$ cat config.mk
export PLATFORM = sky130hd
export DESIGN_NAME = la_clkgate_ctrl
export DESIGN_NICKNAME = d
export VERILOG_FILES = /design/src/rtl/la_clkgate_ctrl.sv
export SDC_FILE = /design/constraint.sdc
export NUM_CORES = 1
export LEC_CHECK = 0
export CELL_PAD_IN_SITES_DETAIL_PLACEMENT = 1
export CELL_PAD_IN_SITES_GLOBAL_PLACEMENT = 1
export CORE_MARGIN = 4
export CORE_UTILIZATION = 26
export DETAILED_ROUTE_END_ITERATION = 16
export PLACE_DENSITY = 0.84
export SLEW_MARGIN = 20
export SYNTH_ARGS = -nofsm -noshare
export SYNTH_HDL_FRONTEND = slang
export SYNTH_SLANG_ARGS = --single-unit
$ cat constraint.sdc
create_clock -name clk -period 1.3 [get_ports clk]
set_input_delay 0.26 -clock clk [delete_from_list [all_inputs] [get_ports clk]]
set_output_delay 0.26 -clock clk [all_outputs]
set_load 0.02 [all_outputs]
$ cat src/rtl/la_clkgate_ctrl.sv
// Idle-driven clock-gating controller sequencing an AND-type ICG, with req/ack wake handshake.
// Optional gated-cycle statistics counter enabled by defining LA_CLKGATE_STATS_EN.
module la_clkgate_ctrl #(
    parameter int unsigned IDLE_CNT = 16,
    parameter int unsigned WAKE_CNT = 2,
    parameter int unsigned SW       = 16
) (
    input  logic          clk,
    input  logic          reset,
    input  logic          busy,
    input  logic          wake_req,
    input  logic          bypass,
    input  logic          te,
    output logic          en,
    output logic          icg_te,
    output logic          wake_ack,
    output logic          gated,
    output logic [SW-1:0] stat_cnt,
    input  logic          stat_clr
);

    localparam int unsigned IW = $clog2(IDLE_CNT + 1);
    localparam int unsigned WW = (WAKE_CNT > 1) ? $clog2(WAKE_CNT) : 1;

    typedef enum logic [1:0] {
        RUN   = 2'd0,
        GATED = 2'd1,
        WAKE  = 2'd2
    } state_t;

    state_t        state, state_nxt;
    logic [IW-1:0] idle_cnt, idle_cnt_nxt;
    logic [WW-1:0] wake_cnt, wake_cnt_nxt;
    logic          en_nxt, wake_ack_nxt, gated_nxt;
    logic          idle;

    assign idle   = ~busy & ~wake_req & ~bypass;
    assign icg_te = te;

    // en/wake_ack/gated are registered so the ICG latch never sees a glitch.
    always_ff @(posedge clk or posedge reset) begin
        if (reset) begin
            state    <= RUN;
            idle_cnt <= '0;
            wake_cnt <= '0;
            en       <= 1'b1;
            wake_ack <= 1'b1;
            gated    <= 1'b0;
        end else begin
            state    <= state_nxt;
            idle_cnt <= idle_cnt_nxt;
            wake_cnt <= wake_cnt_nxt;
            en       <= en_nxt;
            wake_ack <= wake_ack_nxt;
            gated    <= gated_nxt;
        end
    end

    always_comb begin
        state_nxt    = state;
        idle_cnt_nxt = '0;
        wake_cnt_nxt = '0;
        en_nxt       = 1'b1;
        wake_ack_nxt = 1'b1;
        gated_nxt    = 1'b0;
        unique case (state)
            RUN: begin
                if (idle) begin
                    if (idle_cnt == IW'(IDLE_CNT - 1)) begin
                        state_nxt    = GATED;
                        en_nxt       = 1'b0;
                        wake_ack_nxt = 1'b0;
                        gated_nxt    = 1'b1;
                    end else begin
                        idle_cnt_nxt = idle_cnt + 1'b1;
                    end
                end
            end
            GATED: begin
                if (!idle) begin
                    state_nxt    = WAKE;
                    wake_ack_nxt = 1'b0;
                end else begin
                    en_nxt       = 1'b0;
                    wake_ack_nxt = 1'b0;
                    gated_nxt    = 1'b1;
                end
            end
            WAKE: begin
                // Inputs are ignored here: a started wake always runs to completion.
                if (wake_cnt == WW'(WAKE_CNT - 1)) begin
                    state_nxt = RUN;
                end else begin
                    wake_cnt_nxt = wake_cnt + 1'b1;
                    wake_ack_nxt = 1'b0;
                end
            end
            default: begin
                state_nxt = RUN;
            end
        endcase
    end

`ifdef LA_CLKGATE_STATS_EN
    logic [SW-1:0] stat_q;

    always_ff @(posedge clk or posedge reset) begin
        if (reset) begin
            stat_q <= '0;
        end else if (stat_clr) begin
            stat_q <= '0;
        end else if (!en && (stat_q != '1)) begin
            stat_q <= stat_q + 1'b1;
        end
    end

    assign stat_cnt = stat_q;
`else
    logic unused_stat_clr;

    assign unused_stat_clr = stat_clr;
    assign stat_cnt        = '0;
`endif

endmodule

# Word-level counts from Yosys, hierarchy flattened
# Index checks and enable logic that the tools add are counted.
[op_classes] addsub=2 n_eq_ne=7 mux=20 bitwise_logic=5 n_reduce_logical=2
[ops] operator="two-way mux 5 bit" n=3
[ops] operator="two-way mux 1 bit" n=9
[ops] operator="two-way mux 2 bit" n=4
[ops] operator="!= test 2 bit (second input constant)" n=4
[ops] operator="one-hot mux 2 bit (3 select lines)" n=1
[ops] operator="adder 5 x 1 -> 5 bit (second input constant)" n=1
[ops] operator="equality test 5 x 4 -> 1 bit (second input constant)" n=1
[ops] operator="one-hot mux 1 bit (2 select lines)" n=2
[ops] operator="AND reduction 4 bit" n=1
[ops] operator="NOT 1 bit" n=3
[ops] operator="one-hot mux 1 bit (3 select lines)" n=1
[ops] operator="bitwise AND 1 bit" n=2
[ops] operator="equality test 2 x 1 -> 1 bit (second input constant)" n=1
[ops] operator="equality test 2 bit (second input constant)" n=1
[ops] operator="zero test 2 bit" n=1
[ops] operator="adder 1 bit (second input constant)" n=1
[word_totals] register_bits=11 inputBits=7 output_inout_bits=20 wordCells=42

# Logic depth before layout (Yosys ltp)
[depth] word_depth=5 depth_mapped=4

# Least setup slack after synthesis
# No wires, ideal clock.
[synth_timing] path_type="flip-flop to flip-flop" from="register idle_cnt[0]" to="register idle_cnt[3]" setup_time_ns=0.069 arrival_time_ns=1.417 required_time_ns=1.231 path_slack_ns=-0.186 stages_incl_launch_ff=5 path_buffers=0 cell_sequence="dfrtp_1 -> ha_1 -> and4b_2 -> or4_4 -> nor2_2"
[synth_via] elab_chain_cells=4 word_cells_on_any_way=5 cone_classes="add/sub (1); eq/ne (1); mux (3)"
[synth_lines] item="start, declared" line_no="32" text="logic [IW-1:0] idle_cnt, idle_cnt_nxt;"
[synth_lines] item="start signal, assigned" line_no="51" text="idle_cnt <= idle_cnt_nxt;"
[synth_lines] item="adder 5 x 1 -> 5 bit / equality test 5 x 4 -> 1 bit (equally long branches)" line_no="75, 69"
[synth_lines] item="two-way mux 5 bit (*)" line_no="69" text="if (idle_cnt == IW'(IDLE_CNT - 1)) begin"
[synth_lines] item="two-way mux 5 bit (*)" line_no="68" text="if (idle) begin"
[synth_lines] item="two-way mux 5 bit (*)" line_no="66" text="unique case (state)"
[synth_lines] item="via idle_cnt_nxt[3]" line_no="32"
# Mark *: on every way through the listed nets, which the timed path passes. The rest lies on a longest branch.
# A chain may end at the register's enable or synchronous reset.

# Final worst setup path
[layout_timing] from="register idle_cnt[1]" to="register idle_cnt[0]"
[layout_via] elab_chain_cells=4
[layout_lines] item="equality test 5 x 4 -> 1 bit" line_no="69"
[layout_lines] item="two-way mux 5 bit" line_no="69"
[layout_lines] item="two-way mux 5 bit" line_no="68"
[layout_lines] item="two-way mux 5 bit" line_no="66"
[layout_lines] item="via idle_cnt_nxt[0]" line_no="32"
# The timed path passes the listed nets, and every way through them passes these cells.

==> key figures <==
Run status
  • Outcome: finished, violations left
  • Failing checks: negative setup slack

Cells and area
  • Layout Area Growth over Synthesis: 19.8%
  • # diodes: 0
  • Multi-input gate area: 235 um^2
  • Final Util: 0.341
  • Register area: 278 um^2
  • Fillers: 240
  • Share of layout cells above drive strength 1: 0.353
  • Final nets: 77

Worst setup path
  • R2r worst-path depth: 4
  • Reg-to-Reg End: idle_cnt[0]$_DFF_PP0_
  • Critical path type: flop to flop
  • CP max FO: 2
  • R2r startpoint: idle_cnt[1]$_DFF_PP0_
  • Critical Path End Type: flop
  • FF-to-FF setup slack: -0.1 ns
  • Critical Path RT: 1.50 ns
  • Crit path DAT: 1.60 ns
  • Slowest-stage cell, CP: or4_4
  • Crit-path max cell delay: 0.43 ns
  • Critical Path Source Type: flop
  • Worst path cell trace: ha_2, and4b_2, or4_4, nor2_2

Route
  • Avg WL per Cell: 12.4 um
  • DR vias: 381
  • Final WL: 1.17 mm
  • DR vias/cell: 4.01
  • Initial DRC Count: 3
  • First drt pass iteration count: 3
  • ANT nets after route: 0
  • Drc violations: 0

Floorplanning
  • # rows: 16
  • Die Wd: 55.1 um
  • Core Area: 2020 um^2
  • Die Ht: 55.1 um
  • Io pins: 27
  • Die area: 3030 um^2
  • Starting density of the core: 0.285

Placement
  • # port buffers: 7
  • GPL Wtd Cong: 0.748
  • Post-DP HPWL: 872 um

Clock tree
  • Clock Path Buffers: 2
  • Clock Latency Late Sink: 0.26 ns
  • CTS tree: built
  • CTS hold repair buffers: 0
  • CTS Sinks: 11
  • CTS clk-pin slew, worst paths: 0.07 ns
  • CTS root buffer: clkbuf_4
  • Total CTS buffers: 3
  • Max H-tree Level: 1

Synth
  • Post-synthesis cell area: 576 um^2
  • Synth cell types: 24
  • Synth warn: 0
  • Number of synthesized register bits: 11
  • Synth Instances: 54
  • Sequential fraction of the synthesis area: 0.483
  • Post-Syn Area per Cell: 10.7 um^2

STA
  • FMAX: 0.715 GHz
  • Fin crit share: 1.08
  • Final Hold Violating Endpoints: 0
  • # setup viols final: 2
  • Hold WS: 0.290 ns
  • Setup repair after global routing missed its margin: yes
  • Fin crit period: 1.40 ns
  • Clock skew: 0.00120 ns
  • Worst Setup Slack, final: -0.0992 ns
  • Pins Over Slew Limit: 0

Power
  • Power density cells: 944 nW/um^2
  • VDD IR-drop max: 0.305 mV
  • Leak pwr: 0.330 nW

Global route
  • Largest net degree at the start of global routing: 12
  • GRT Resource Usage Total: 0.0887
  • Antenna violations before repair: 0
  • Vias in the first global route: 349
  • GRT Residual Overflow: 0
  • Global-route wire length before repair: 1.72 mm

Flow run
  • Max cap viols: 0

Min path
  • HP Class: input pin to async pin
flip-flops by register name (all words and copies together), names as in the netlist:
register	cells
en	1
gated	1
idle_cnt	5
state	2
wake_ack	1
wake_cnt	1
Yosys cell counts:
master    count  share of area
nor4b_1       1          0.015
a31o_2        1          0.015
o21ai_0       1         0.0087
inv_1         2          0.013
nor2_2        1          0.011
buf_2         1         0.0087
xor2_1        1          0.015
nor2_1        2          0.013
or3_1         1          0.011
o21a_1        2          0.026
or4_4         1          0.020
nand2_1       1         0.0065
conb_1        1         0.0065
a221oi_1      1          0.015
dfrtp_1       9           0.39
and4b_2       1          0.020
ha_1          1          0.022
clkbuf_1      1         0.0065
buf_4        17           0.22
nor4_1        2          0.022
dfstp_2       2          0.091
xnor2_1       1          0.015
nand3_1       2          0.017
nor3_1        1         0.0087
worst max-delay path, delay by kind of cell, from the launching register on:
family | cells | cell delay (ns)
flip-flops | 1 | 0.39
AND/OR/NAND/NOR | 3 | 0.76
adder cells (fa/ha/maj) | 1 | 0.19
per-stage QoR:
stage / std cells / setup slack [ns] / power, mW / TNS (ns) / cell area (um^2)
after global routing: 95 / -0.164 / 0.692 / -0.314 / 689
final: 95 / -0.0992 / 0.651 / -0.189 / 689
after CTS: 95 / -0.117 / 0.661 / -0.221 / 676
after detailed placement: 90 / -0.446 / 0.423 / -3.41 / 647
after global placement: 90 / -0.393 / 0.421 / -2.90 / 647
after floorplan: 69 / -0.103 / 0.446 / -0.182 / 634
cell usage in the layout (no fill, tap or decap), drive strengths merged:
cell type and count:
clkbuf 4, inv 2, nor2 3, conb 16, a221oi 1, a31o 1, nand3 2, ha 1
xnor2 1, nor4 2, o21a 2, xor2 1, and4b 1, or3 1, dfstp 2, clkdlybuf4s50 2
dfrtp 9, dlygate4sd2 3, nor4b 1, buf 9, nor3 1, o21ai 1, nand2 1, or4 1
cell type report:
cell class,instances,share of cell area
clock buffer,4,0.0381
inverter,2,0.0109
tap,27,0.0490
timing repair buffer,14,0.158
sequential,11,0.403
multi-input combinational,37,0.341
routing by layer:
layer	routed length (um)	global-route usage
met1	426	0.101
met2	617	0.144
met5	0	0
met3	130	0.0402
met4	0	0.0364
report_power, final:
group	internal (mW)	switching (mW)
Clock	0.119	0.115
Combinational	0.0163	0.0564
Sequential	0.344	0.000902
logic make-up after synthesis:
group,count (synthesis),synth area share
compound gates,5,0.0652
xor+xnor,2,0.0304
fa+ha+maj,1,0.0217
buf+inv,21,0.250
flops,11,0.483
other cells,1,0.00652
simple gates,13,0.143
what timing repair did:
action,in CTS,in global routing
setup buffers,1,0
pin swaps,3,1
resized for setup,13,4
setup endpoints to repair,10,6
how the worst max path moves through the flow:
stage,to,slack [ns],startpoint
3_5_place_dp,idle_cnt[0]$_DFF_PP0_,-0.45,wake_req
6_report,idle_cnt[0]$_DFF_PP0_,-0.1,idle_cnt[1]$_DFF_PP0_
4_1_cts,idle_cnt[3]$_DFF_PP0_,-0.12,idle_cnt[1]$_DFF_PP0_
5_1_grt,idle_cnt[0]$_DFF_PP0_,-0.16,idle_cnt[1]$_DFF_PP0_
2_1_floorplan,idle_cnt[0]$_DFF_PP0_,-0.10,wake_req
3_3_place_gp,idle_cnt[0]$_DFF_PP0_,-0.39,wake_req
Note: power is estimated with default switching activity, not from simulation.
